### config.mk
export PLATFORM = sky130hd
export DESIGN_NAME = reg_dest_scoreboard
export DESIGN_NICKNAME = d
export VERILOG_FILES = /design/src/rtl/reg_dest_scoreboard.sv
export SDC_FILE = /design/constraint.sdc
export NUM_CORES = 1
export LEC_CHECK = 0
export ABC_AREA = 1
export CAP_MARGIN = 20
export CELL_PAD_IN_SITES_DETAIL_PLACEMENT = 1
export CELL_PAD_IN_SITES_GLOBAL_PLACEMENT = 1
export CORE_ASPECT_RATIO = 1.1
export CORE_UTILIZATION = 34
export CTS_CLUSTER_SIZE = 10
export DETAILED_ROUTE_END_ITERATION = 16
export GPL_TIMING_DRIVEN = 0
export PLACE_DENSITY_LB_ADDON = 0.3
export SYNTH_ARGS = -nofsm -noshare
export SYNTH_HDL_FRONTEND = slang
export SYNTH_SLANG_ARGS = --single-unit
### constraint.sdc
create_clock -name clk -period 3.36 [get_ports clk]
set_clock_uncertainty 0.15 [all_clocks]
set_input_delay 0.672 -clock clk [delete_from_list [all_inputs] [get_ports clk]]
set_output_delay 0.672 -clock clk [all_outputs]
set_load 0.01 [all_outputs]
### src/rtl/reg_dest_scoreboard.sv
// Destination-register scoreboard: tracks outstanding writes per architectural
// register, flags source hazards, and produces the one-hot register-file write enable.
module reg_dest_scoreboard #(
  parameter int AW   = 5,
  parameter int NREG = 32
) (
  input  logic            clk,
  input  logic            rst,
  input  logic            iss_valid,
  input  logic [AW-1:0]   iss_dest,
  output logic            iss_ready,
  input  logic            wb_valid,
  input  logic [AW-1:0]   wb_dest,
  output logic [NREG-1:0] wb_we_onehot,
  input  logic [AW-1:0]   rs_addr,
  input  logic [AW-1:0]   rt_addr,
  output logic            rs_busy,
  output logic            rt_busy,
  output logic [AW:0]     pend_count,
  output logic            wb_err
);

  logic [NREG-1:0] pending_q, pending_d;
  logic [NREG-1:0] wb_we_q, wb_we_d;
  logic [AW:0]     pend_count_q, pend_count_d;
  logic            wb_err_q, wb_err_d;

  logic wb_hit;
  logic iss_set;
  logic wb_clr;

  assign wb_hit  = wb_valid & (wb_dest != '0);
  // A retiring write to the same register frees the slot in the same cycle.
  assign iss_ready = ~pending_q[iss_dest] | (wb_hit & (wb_dest == iss_dest));
  assign iss_set   = iss_valid & iss_ready & (iss_dest != '0);
  assign wb_clr    = wb_hit & pending_q[wb_dest];

  assign rs_busy = pending_q[rs_addr] & ~(wb_hit & (wb_dest == rs_addr));
  assign rt_busy = pending_q[rt_addr] & ~(wb_hit & (wb_dest == rt_addr));

  always_comb begin
    pending_d = pending_q;
    if (wb_hit) pending_d[wb_dest] = 1'b0;
    if (iss_set) pending_d[iss_dest] = 1'b1;
  end

  always_comb begin
    wb_we_d = '0;
    if (wb_hit) wb_we_d[wb_dest] = 1'b1;
  end

  // Clear-then-set on the same register nets to zero: +1 and -1 cancel.
  always_comb begin
    pend_count_d = pend_count_q + (AW+1)'(iss_set) - (AW+1)'(wb_clr);
  end

  assign wb_err_d = wb_err_q | (wb_hit & ~pending_q[wb_dest]);

  always_ff @(posedge clk) begin
    if (rst) begin
      pending_q    <= '0;
      wb_we_q      <= '0;
      pend_count_q <= '0;
      wb_err_q     <= 1'b0;
    end else begin
      pending_q    <= pending_d;
      wb_we_q      <= wb_we_d;
      pend_count_q <= pend_count_d;
      wb_err_q     <= wb_err_d;
    end
  end

  assign wb_we_onehot = wb_we_q;
  assign pend_count   = pend_count_q;
  assign wb_err       = wb_err_q;

endmodule

# Yosys cells after proc, flatten, opt, wreduce, memory -nomap -nowiden
# Cells that the tools add are included.
# Widths: inputs -> output; s select.
op_classes:
  add_sub_neg: 2
  n_lt_le_gt_ge: 6
  n_eq_ne: 3
  muxes: 14
  n_bitwise: 20
  n_reduce_logical: 5
op_table:
  columns: ["cell", "count"]
  rows:
  - ["$mux 32", 2]
  - ["$and 32x32->32", 1]
  - ["$not 32->32", 1]
  - ["$or 32x32->32", 1]
  - ["$lt 5x6->1 const B", 4]
  - ["$bmux 1 s5", 4]
  - ["$eq 5x5->1", 3]
  - ["$and 1x1->1", 10]
  - ["$demux 1 s5", 2]
  - ["$ge 5x1->1 const B", 2]
  - ["$reduce_bool 5->1", 2]
  - ["$add 6x1->6", 1]
  - ["$mux 1", 6]
  - ["$sub 6x1->6", 1]
  - ["$not 1->1", 5]
  - ["$logic_and 1x1->1", 2]
  - ["$or 1x1->1", 2]
  - ["$reduce_or 2->1", 1]
totals:
  regBits: 71
  in_bits: 24
  output_inout_bits: 42

# Longest topological paths before layout
depth:
  word_depth: 9
  ltp_mapped: 23
  mapped_depth_nobuf: 21

# Least setup slack after synthesis
# No wires, ideal clock.
synth_timing:
  path_type: "input -> register"
  startpoint: "in wb_dest[1]"
  endpoint: "reg pend_count_q[4], in the netlist pend_count[4]"
  setup_time_ns: 0.070
  t_arrival_ns: 3.362
  setup_slack_ns: -0.222
  stages: 18
  n_path_buf: 1
  path_cell_list: "buf_2 nand2_1 clkinv_1 a22oi_1 a21oi_1 or2_2 nor2_1 a21oi_1 ha_1 inv_1 ha_1 fa_1 nand2_1 inv_1 or2_2 a21oi_1 o21ai_0 a21oi_1"
synth_via:
  elab_chain_cells: 8
  elab_cells_between_ends: 12
  classes_between: "add/sub: 2; eq/ne: 1; mux: 2; bitwise: 6; reduce/logical: 1"
synth_lines:
  columns: ["item", "line_no", "text"]
  rows:
  - ["start, declared", "13", "input logic [AW-1:0] wb_dest,"]
  - ["$reduce_bool 5->1", "32", "assign wb_hit = wb_valid & (wb_dest != '0);"]
  - ["$and 1x1->1", "32", null]
  - ["$and 1x1->1", "34", "assign iss_ready = ~pending_q[iss_dest] | (wb_hit & (wb_dest == iss_dest));"]
  - ["$or 1x1->1", "34", null]
  - ["$and 1x1->1 (2 in a row)", "35", "assign iss_set = iss_valid & iss_ready & (iss_dest != '0);"]
  - ["$add 6x1->6", "54", "pend_count_d = pend_count_q + (AW+1)'(iss_set) - (AW+1)'(wb_clr);"]
  - ["$sub 6x1->6 (*)", "54", null]
  - ["end signal, assigned", "68", "pend_count_q <= pend_count_d;"]
  - ["end, declared", "25", "logic [AW:0] pend_count_q, pend_count_d;"]
# Mark *: on every way between the ends. The rest lies on a longest branch, timed or not. The select of a mux whose other input is x is not followed.
# A chain may end at the register's enable or synchronous reset.

# Worst setup path after layout
layout_timing:
  startpoint: "in iss_valid"
  endpoint: "reg pend_count_q[4], in the netlist pend_count[4]"
layout_via:
  elab_chain_cells: 4
layout_lines:
  columns: ["item", "line_no", "text"]
  rows:
  - ["start, declared", "9", "input logic iss_valid,"]
  - ["$and 1x1->1 (2 in a row)", "35", null]
  - ["$add 6x1->6", "54", null]
  - ["$sub 6x1->6", "54", null]
# Every way passes these cells.

==> flow_summary.yaml <==
logic_synthesis:
  ys_top_cells_by_area: "dfxtp_1 34%, nand2_1 11%, a21oi_1 7.1%, o21ai_0 6.8%, nor2_1 6.0%"
  synth.most_common_cell: "nand2_1"
  yosysWarnings: 0
  yosys.area.top_type_share: 0.340
  synth-seq-area-share: 0.340
  async_flop_share: 0
  synth_commonest_cells: "123 x nand2_1, 71 x dfxtp_1, 67 x nor2_1, 61 x inv_1, 59 x a21oi_1"
  synth_edf_count: 0
  netlist_instances: 636
  synth_ff_type: "dfxtp_1"
  synth_cell_types: 32
  synth.cell_area_um2: 4180
  avgSynthCellArea_um2: 6.57
  syn-num-nets: 667
  synth-seq-cells: 71
  synth_area_leader_cell: "dfxtp_1"
sta:
  rsz0062_at_grt: "yes"
  tns_ps: 0
  slew_headroom: 0.574
  finalSetupViolations: 0
  hold_viol: 0
  fmax_mhz: 303
  fin_crit_sh: 0.982
  drv_slew: 0
  tightestPinTransition_ps: 639
  final.min_clock_period_ps: 3300
routing:
  avgRoutedWirePerCell_um: 20.3
  antenna_left: 0
  drcViolationCount: 0
  drt_iter0_markers: 293
  wl_um: 17700
  firstDrtPassIters: 5
  via_count: 4933
  via_per_inst: 5.67
cells_and_area:
  antenna_cells: 0
  instances_no_fill: 870
  final_util: 0.455
  area_growth_pct: 31.0
  fillers: 1560
  layout.nets: 742
  multi_input_comb_area_um2: 2460
  regArea_um2: 1420
  drive_gt1_frac: 0.124
floorplanning:
  die_y_um: 118
  core_um2: 12000
  rows: 42
  ios: 66
  fp.dieW_um: 108
  start_util: 0.347
  die_area_um2: 12700
clock_tree:
  clock_sinks: 71
  clock_path_buffers: 2
  clk_pin_slew_ps: 60
  cts_tree: "done"
  cts_made_buffers: 9
  htree_levels: 3
  clk_latency_ps: 340
  cts_root_buf: "clkbuf_16"
hold_path:
  hold_path.class: "flip-flop to flip-flop"
  worstHoldStart: "wb_err"
  holdPathStages: 2
  hold_end: "wb_err"
pwr:
  p_leak_nw: 2.10
  powerDensity_nw_per_um2: 426
  vdd_drop_max_v: 0.000334
place:
  place.gp.congestion: 0.958
  port-buffer-count: 57
  dp_hpwl_um: 12800
  dp_cells: 847
worst_setup_path:
  endpoint_kind: "flip-flop"
  rrSetupSlack_ps: 230
  required_ps: 3480
  worst-setup-path-type: "input pin to flip-flop"
  critPathArrivalTime_ps: 3420
  reg2reg_depth: 21
  critPathMaxFanout: 10
  worstReg2RegEnd: "pend_count[4]"
  reg2reg_from: "pending_q[14]"
  critPathLaunchType: "input pin"
global_routing:
  grt_use_total: 0.287
  antenna_found_initial: 0
  grt_max_degree: 14
  grt_remaining_overflow: 0
  first_global_vias: 4897
  grt_pass1_wl_um: 27300
run:
  maxCapViolations: 0
outcome:
  status: "finished clean"
## registers in the layout, summed over array words and instances (netlist names)
signal and count:
pend_count 6, pending_q 32, wb_err 1, wb_we_onehot 32
## through the flow
| step | setup slack [ps] | cell area (µm²) | total power, mW | hold WS (ps) |
|---|---|---|---|---|
| 6_report | 60.1 | 5480 | 2.33 | 318 |
| 3_3_place_gp | -915 | 5000 | 1.34 | 294 |
| 4_1_cts | -23.3 | 5450 | 2.33 | 319 |
| 5_1_grt | -132 | 5480 | 2.44 | 351 |
| 2_1_floorplan | 5.28 | 4240 | 1.18 | 296 |
| 3_5_place_dp | -1020 | 5000 | 1.36 | 314 |
## metal layers
layer	vias to the layer above	share of wire	global-route usage
li1	2309	-	-
met1	2376	0.42	0.365
met2	200	0.46	0.454
met3	48	0.071	0.0629
met4	0	0.042	0.141
met5	-	0	0
## logic make-up (layout without fill, tap and decap cells)
logic type	Yosys count	in the layout	synth area share
flip-flops	71	71	0.340
AO/OA/AOI/OAI	155	155	0.210
buffers and inverters	102	182	0.101
AND/OR/NAND/NOR	288	288	0.300
adder cells (fa/ha/maj)	7	7	0.0227
other	1	1	0.000897
XOR/XNOR	12	12	0.0251
## how the worst max path moves through the flow
stage,start,to,slack [ps],cells after the start
finish,iss_valid,pend_count[4],60,13
global route,iss_dest[0],pend_count[4],-130,24
CTS,iss_dest[4],pend_count[4],-20,20
detailed placement,iss_dest[1],pend_count[4],-1020,19
global placement,iss_dest[1],pend_count[4],-910,19
floorplan,wb_dest[2],pend_count[4],5,19
## final cells by class
| class | instances | area share |
|---|---|---|
| Buffer | 36 | 0.0448 |
| Clock buffer | 9 | 0.0411 |
| Clock inverter | 7 | 0.0130 |
| Inverter | 66 | 0.0482 |
| Multi-Input combinational cell | 463 | 0.449 |
| Sequential cell | 71 | 0.259 |
| Tap cell | 154 | 0.0352 |
| Timing Repair Buffer | 64 | 0.110 |
## report_power, final
group	total (mW)	internal (mW)	switching (mW)	leakage, nW
Sequential	0.900	0.872	0.0280	0.575
Clock	0.966	0.576	0.390	0.150
Combinational	0.466	0.185	0.281	1.38
## worst max-delay path, stage by stage
cell and delay, ps:
clkdlybuf4s50_1 590, clkbuf_1 440, nand3_4 160, ha_4 290, inv_1 30, ha_2 190, fa_2 340, nand2_1 60
inv_1 50, or2_2 280, a21oi_2 150, o21ai_1 70, a21oi_1 110
## cells in the final DEF (no fill, tap or decap), types with 2 or more instances in the layout
| master | instances |
|---|---|
| nand3_1 | 20 |
| clkdlybuf4s50_1 | 49 |
| or2_2 | 4 |
| xnor2_1 | 5 |
| inv_1 | 50 |
| buf_4 | 11 |
| o21ai_0 | 56 |
| clkinv_4 | 4 |
| inv_2 | 12 |
| o21ai_1 | 2 |
| clkbuf_1 | 19 |
| nand4_1 | 34 |
| buf_6 | 9 |
| a31oi_1 | 2 |
| nand2_1 | 118 |
| o211ai_1 | 10 |
| a22oi_1 | 15 |
| clkbuf_16 | 9 |
| o221ai_1 | 6 |
| a21oi_2 | 2 |
| clkbuf_8 | 3 |
| clkinv_2 | 3 |
| nor2_1 | 64 |
| nor3_4 | 2 |
| xor2_1 | 7 |
| nor3_1 | 30 |
| dlygate4sd2_1 | 2 |
| nor2_2 | 4 |
| clkbuf_2 | 4 |
| a21oi_1 | 57 |
| dfxtp_1 | 71 |
| nor3_2 | 4 |
| ha_1 | 4 |
| a21o_1 | 2 |
| nand2_2 | 5 |
## what timing repair did
| item | in CTS | in global routing |
|---|---|---|
| endpoints found under the hold margin | 0 | 0 |
| pin swaps | 2 | 5 |
| setup buffers | 5 | 2 |
| resized for setup | 51 | 18 |
| endpoints found under the setup margin | 8 | 4 |
| hold buffers | 0 | 0 |
(Power assumes the default switching activity.)
